### src/rtl/ram_host_bridge.sv
// Byte-stream WRITE/READ command front-end for the register-file RAM (single-cycle writes, one-cycle registered reads).
// Optional build macro RAM_HOST_BRIDGE_AUTOINC_EN: post-increment address plus opcodes 0x11/0x12 that reuse it.
module ram_host_bridge #(
  parameter int ADDRESS_WIDTH = 5,
  parameter int DATA_WIDTH    = 32
) (
  input  logic                     clk_i,
  input  logic                     rst_ni,
  input  logic [7:0]               rx_data_i,
  input  logic                     rx_valid_i,
  output logic                     rx_ready_o,
  output logic [7:0]               tx_data_o,
  output logic                     tx_valid_o,
  input  logic                     tx_ready_i,
  output logic [ADDRESS_WIDTH-1:0] ram_address_o,
  output logic [DATA_WIDTH-1:0]    ram_data_o,
  output logic                     ram_we_o,
  input  logic [DATA_WIDTH-1:0]    ram_data_i,
  output logic                     busy_o,
  output logic                     err_o
);

  localparam int BYTES = DATA_WIDTH / 8;
  localparam int CW    = (BYTES > 1) ? $clog2(BYTES) : 1;
  localparam logic [CW-1:0] LAST_BYTE = CW'(BYTES - 1);

  localparam logic [7:0] OP_WRITE = 8'h01;
  localparam logic [7:0] OP_READ  = 8'h02;
`ifdef RAM_HOST_BRIDGE_AUTOINC_EN
  localparam logic [7:0] OP_WRITE_INC = 8'h11;
  localparam logic [7:0] OP_READ_INC  = 8'h12;
`endif

  if (ADDRESS_WIDTH < 1 || ADDRESS_WIDTH > 8) begin : g_bad_address_width
    $error("ram_host_bridge: ADDRESS_WIDTH must be 1..8");
  end
  if (DATA_WIDTH < 8 || (DATA_WIDTH % 8) != 0) begin : g_bad_data_width
    $error("ram_host_bridge: DATA_WIDTH must be a non-zero multiple of 8");
  end

  typedef enum logic [2:0] {
    S_IDLE,
    S_ADDR,
    S_WDATA,
    S_WRITE,
    S_RD_ISSUE,
    S_RD_CAPTURE,
    S_TX
  } state_e;

  state_e                   state_q;
  logic                     op_write_q;
  logic [ADDRESS_WIDTH-1:0] addr_q;
  logic [CW-1:0]            cnt_q;
  logic [DATA_WIDTH-1:0]    word_q;
  logic [DATA_WIDTH-1:0]    tx_shift_q;
  logic                     tx_valid_q;
  logic                     rx_ready_q;
  logic [ADDRESS_WIDTH-1:0] ram_address_q;
  logic [DATA_WIDTH-1:0]    ram_data_q;
  logic                     ram_we_q;
  logic                     err_q;

  logic                     rx_fire;
  logic                     tx_fire;
  logic [DATA_WIDTH-1:0]    word_next;
  logic [ADDRESS_WIDTH-1:0] rx_addr;

  assign rx_fire   = rx_valid_i && rx_ready_q;
  assign tx_fire   = tx_valid_q && tx_ready_i;
  assign word_next = (word_q << 8) | DATA_WIDTH'(rx_data_i);
  assign rx_addr   = rx_data_i[ADDRESS_WIDTH-1:0];

  // NOTE: rx_ready is a flop that resets to 0, so it reads low during reset and rises on the first edge after release.
  always_ff @(posedge clk_i or negedge rst_ni) begin
    if (!rst_ni) begin
      state_q       <= S_IDLE;
      op_write_q    <= 1'b0;
      addr_q        <= '0;
      cnt_q         <= '0;
      word_q        <= '0;
      tx_shift_q    <= '0;
      tx_valid_q    <= 1'b0;
      rx_ready_q    <= 1'b0;
      ram_address_q <= '0;
      ram_data_q    <= '0;
      ram_we_q      <= 1'b0;
      err_q         <= 1'b0;
    end else begin
      // NOTE: pulse outputs get a non-blocking default here; a later assignment in the same pass wins.
      ram_we_q <= 1'b0;
      err_q    <= 1'b0;

      case (state_q)
        S_IDLE: begin
          rx_ready_q <= 1'b1;
          if (rx_fire) begin
            case (rx_data_i)
              OP_WRITE, OP_READ: begin
                op_write_q <= (rx_data_i == OP_WRITE);
                state_q    <= S_ADDR;
              end
`ifdef RAM_HOST_BRIDGE_AUTOINC_EN
              OP_WRITE_INC: begin
                cnt_q   <= '0;
                state_q <= S_WDATA;
              end
              OP_READ_INC: begin
                ram_address_q <= addr_q;
                rx_ready_q    <= 1'b0;
                state_q       <= S_RD_ISSUE;
              end
`endif
              default: err_q <= 1'b1;
            endcase
          end
        end

        S_ADDR: begin
          if (rx_fire) begin
            addr_q <= rx_addr;
            if (op_write_q) begin
              cnt_q   <= '0;
              state_q <= S_WDATA;
            end else begin
              ram_address_q <= rx_addr;
              rx_ready_q    <= 1'b0;
              state_q       <= S_RD_ISSUE;
            end
          end
        end

        S_WDATA: begin
          if (rx_fire) begin
            word_q <= word_next;
            if (cnt_q == LAST_BYTE) begin
              ram_address_q <= addr_q;
              ram_data_q    <= word_next;
              ram_we_q      <= 1'b1;
              rx_ready_q    <= 1'b0;
              state_q       <= S_WRITE;
            end else begin
              cnt_q <= cnt_q + CW'(1);
            end
          end
        end

        S_WRITE: begin
`ifdef RAM_HOST_BRIDGE_AUTOINC_EN
          addr_q <= addr_q + ADDRESS_WIDTH'(1);
`endif
          rx_ready_q <= 1'b1;
          state_q    <= S_IDLE;
        end

        // The RAM registers its read word on the edge that leaves this state.
        S_RD_ISSUE: state_q <= S_RD_CAPTURE;

        S_RD_CAPTURE: begin
`ifdef RAM_HOST_BRIDGE_AUTOINC_EN
          addr_q <= addr_q + ADDRESS_WIDTH'(1);
`endif
          tx_shift_q <= ram_data_i;
          tx_valid_q <= 1'b1;
          cnt_q      <= '0;
          state_q    <= S_TX;
        end

        S_TX: begin
          if (tx_fire) begin
            tx_shift_q <= tx_shift_q << 8;
            if (cnt_q == LAST_BYTE) begin
              tx_valid_q <= 1'b0;
              rx_ready_q <= 1'b1;
              state_q    <= S_IDLE;
            end else begin
              cnt_q <= cnt_q + CW'(1);
            end
          end
        end

        default: begin
          tx_valid_q <= 1'b0;
          rx_ready_q <= 1'b1;
          state_q    <= S_IDLE;
        end
      endcase
    end
  end

  assign rx_ready_o    = rx_ready_q;
  assign tx_data_o     = tx_shift_q[DATA_WIDTH-1 -: 8];
  assign tx_valid_o    = tx_valid_q;
  assign ram_address_o = ram_address_q;
  assign ram_data_o    = ram_data_q;
  assign ram_we_o      = ram_we_q;
  assign busy_o        = (state_q != S_IDLE);
  assign err_o         = err_q;

endmodule

### config.mk
export PLATFORM = sky130hd
export DESIGN_NAME = ram_host_bridge
export DESIGN_NICKNAME = d
export VERILOG_FILES = /design/src/rtl/ram_host_bridge.sv
export SDC_FILE = /design/constraint.sdc
export NUM_CORES = 1
export LEC_CHECK = 0
export BUFFER_PORTS_ARGS = -buffer_cell sky130_fd_sc_hd__clkbuf_2
export CAP_MARGIN = 25
export CORE_MARGIN = 3
export CORE_UTILIZATION = 49
export CTS_CLUSTER_DIAMETER = 50
export DETAILED_ROUTE_END_ITERATION = 12
export HOLD_SLACK_MARGIN = 0.02
export MAX_ROUTING_LAYER = met4
export PLACE_DENSITY = 0.85
export RECOVER_POWER = 100
export SETUP_SLACK_MARGIN = 0.1
export SYNTH_ARGS = -nofsm -noshare
export SYNTH_HDL_FRONTEND = slang
export SYNTH_SLANG_ARGS = --single-unit
export TNS_END_PERCENT = 5
### constraint.sdc
create_clock -name clk_i -period 1.7 [get_ports clk_i]
set_input_delay 0.34 -clock clk_i [delete_from_list [all_inputs] [get_ports clk_i]]
set_output_delay 0.34 -clock clk_i [all_outputs]
set_load 0.05 [all_outputs]
==> impl_metrics.json <==
{
  "setup_viol_count_final": 11,
  "worst_ir_drop_vdd_v": 0.00129,
  "synth_seq_cells": 108,
  "fin_skew_ns": 0.0142,
  "maxSlewHeadroom_pct": 51.1,
  "path_delay_family": "flip-flops",
  "totalPowerFinal_mw": 9.39,
  "maxCapViolCount": 0,
  "tns_ns": -0.0834,
  "synthCells": 351,
  "die_x_microns": 103,
  "drt_iter0_markers": 137,
  "grt_setup_unrepaired": "yes",
  "endpoint_kind": "output pin",
  "tightest_slew_ns": 0.734,
  "grt_max_degree": 64,
  "chipHeight_microns": 103,
  "hold_class": "in -> reg",
  "power.leakage_nw": 2.98,
  "cp_max_fo": 2,
  "start_kind": "flip-flop",
  "numCtsBuffers": 9,
  "worstSetupPathType": "reg -> out",
  "syn_area_per_cell_sq_um": 13.1,
  "postSynthNetCount": 396,
  "dr.pass1.iters": 4,
  "worst_path_max_delay_cell": "dfrtp_2",
  "cts_htree_levels": 3,
  "synth.largest_area_cell": "dfrtp_1",
  "timing.hold.ws_ns": 0.178,
  "cp_data_required_time_ns": 1.36,
  "vias_per_cell": 5.49,
  "worstPathCellList": "or3_4, buf_8",
  "n_antenna_cell": 0,
  "violations": "negative setup slack",
  "grt_overflow_total": 0,
  "cts.sinks": 108,
  "cts_tree": "built",
  "drive_gt1_share_pct": 52.6,
  "hold_viol": 0,
  "grt_pass1_vias": 3218,
  "layout_setup_ws_ns": -0.0166,
  "insertion_delay_ns": 0.38,
  "synth_top_cell_area_share_pct": 58.8,
  "gp_congestion": 0.915,
  "status": "finished with violations",
  "async_flop_share_pct": 100,
  "portBuffers": 93,
  "powerDensity_nw_per_um2": 1590,
  "grtUsageTotal_pct": 20.4,
  "cts_buffer_depth": 2,
  "io_pins": 94,
  "cp_slowest_stage_delay_ns": 0.43,
  "area_delta_synth_final_pct": 28.4,
  "clkTransAtPathRegs_ns": 0.11,
  "slew_viol_final": 0,
  "fin_crit_ns": 1.72,
  "synth_area_sq_um": 4600,
  "initial_utilization_pct": 51.5,
  "rows": 34,
  "final.fill_count": 626,
  "totalWireLength_microns": 10600,
  "antenna_left": 0,
  "core_area_sq_um": 8930,
  "die-area_sq_um": 10600,
  "nets": 500,
  "vias": 3121,
  "crit_arrival_ns": 1.38,
  "synthTopCellsByArea": "dfrtp_1 59%, mux2_2 15%, mux2i_1 6.5%",
  "post-route-drc-count": 0,
  "hpwl_microns": 6440,
  "post_synth_num_cell_types": 39,
  "finalCritPeriodShare_pct": 101,
  "synth_flop_cell": "dfrtp_1",
  "yosys_warnings": 0,
  "fmax_ghz": 0.583,
  "grt_pass1_wl_microns": 16100,
  "wl_per_cell_microns": 18.6,
  "path_buf_inv": 1,
  "synth-seq-area-share_pct": 58.8,
  "clockRootBuffer": "clkbuf_8",
  "antenna_found_initial": 0,
  "synth-edff-count": 0
}
-- cell families after synthesis --
group | Yosys count | share of synthesized area, %
and+or+nand+nor | 58 | 6.53
xor gates and xnor gates | 1 | 0.191
AOI/OAI and AO/OA | 59 | 8.22
buffers and inverters | 32 | 4.30
muxes | 92 | 21.7
DFF | 108 | 58.8
adders and majority gates | 1 | 0.272
-- cell usage in the layout, fill, tap and decap left out, types with 5 or more instances in the layout --
cell and n:
dfrtp_1 105, clkbuf_2 87, mux2_4 45, mux2i_1 28, mux2_2 17, nand2_1 16, o21ai_0 15, o21ai_2 13
buf_4 12, nand2_4 10, clkbuf_8 10, a22o_1 8, clkbuf_1 8, nor2_1 6, nand2_2 5, a21oi_2 5
-- layer usage --
layer	up-vias	track usage, %	routed length (microns)
met1	1563	25.3	4610
met4	0	6.47	147
met2	104	33.2	5260
met3	17	5.07	544
met5	-	-	0
li1	1437	-	-
-- synth_stat cells (2+ instances only) --
cell	n
buf_4	10
buf_2	8
a21oi_2	4
a22o_1	8
buf_1	2
nor2_1	8
nor2b_1	3
nand2_1	31
a31oi_1	3
inv_1	4
a21oi_1	5
dfrtp_1	108
buf_6	4
clkbuf_1	4
o21ai_0	32
mux2i_1	30
nand4bb_1	2
nand2b_1	3
mux2_2	62
-- timing repair --
action                                  4_1_cts  5_1_grt
endpoints found under the setup margin      101      103
gates resized for setup                      63       65
hold endpoints to repair                     26        0
hold buffers                                  1        0
gates cloned                                  0        2
pin swaps                                     4       13
setup buffers                                 6        0
-- final cells by class --
type / instances / area (sq um) / share of cell area [%]
Sequential cell: 108 / 2710 / 45.8
Multi-Input combinational cell: 211 / 2090 / 35.4
Timing Repair Buffer: 121 / 743 / 12.6
Tap cell: 108 / 135 / 2.29
Clock buffer: 9 / 124 / 2.10
Clock inverter: 7 / 91.3 / 1.55
Inverter: 4 / 15.0 / 0.254
-- worst reg2reg max path, cell delays in order, from the launching register on --
cell,delay [ns]
dfrtp_2,0.43
buf_4,0.17
nand4bb_4,0.25
nor2_4,0.19
clkbuf_16,0.25
mux2_4,0.34
-- where the power goes --
| group | internal [mW] | switching, mW |
|---|---|---|
| sequential | 3.37 | 0.616 |
| combinational | 1.68 | 2.11 |
| clock | 0.603 | 1.01 |
-- flip-flops by register name, indices dropped and copies added, names as in the netlist --
register,flops
cnt_q,2
ram_we_o,1
tx_valid_o,1
err_o,1
ram_address_o,5
state_q,3
word_q,24
tx_shift_q,32
addr_q,5
op_write_q,1
rx_ready_o,1
ram_data_o,32
-- through the flow --
step | cells | instance area (sq um) | util, % | setup WS [ns]
2_1_floorplan | 351 | 4610 | - | 0.00631
3_3_place_gp | 543 | 5240 | 58.6 | 0.0798
3_5_place_dp | 543 | 5240 | 58.6 | 0.0279
4_1_cts | 566 | 5750 | 64.3 | -0.0454
5_1_grt | 568 | 5900 | 66.1 | -0.0673
6_report | 568 | 5900 | 66.1 | -0.0166
-- path summary, 6_finish.rpt --
| path | startpoint | end | slack, ns | depth (start not counted) |
|---|---|---|---|---|
| max | state_q[2]$_DFFE_PN0P_ | busy_o | -0.02 | 2 |
| min | ram_data_i[0] | tx_shift_q[0]$_DFFE_PN0P_ | 0.18 | 2 |
| max reg2reg | state_q[2]$_DFFE_PN0P_ | ram_data_o[12]$_DFFE_PN0P_ | -0.02 | 5 |
| min reg2reg | tx_shift_q[9]$_DFFE_PN0P_ | tx_shift_q[9]$_DFFE_PN0P_ | 0.49 | 2 |
| max in group asynchronous | rst_ni | word_q[18]$_DFFE_PN0P_ | 0.13 | 3 |
| min in group asynchronous | rst_ni | tx_shift_q[31]$_DFFE_PN0P_ | 0.54 | 2 |
Power figures use the tool's default switching activity.
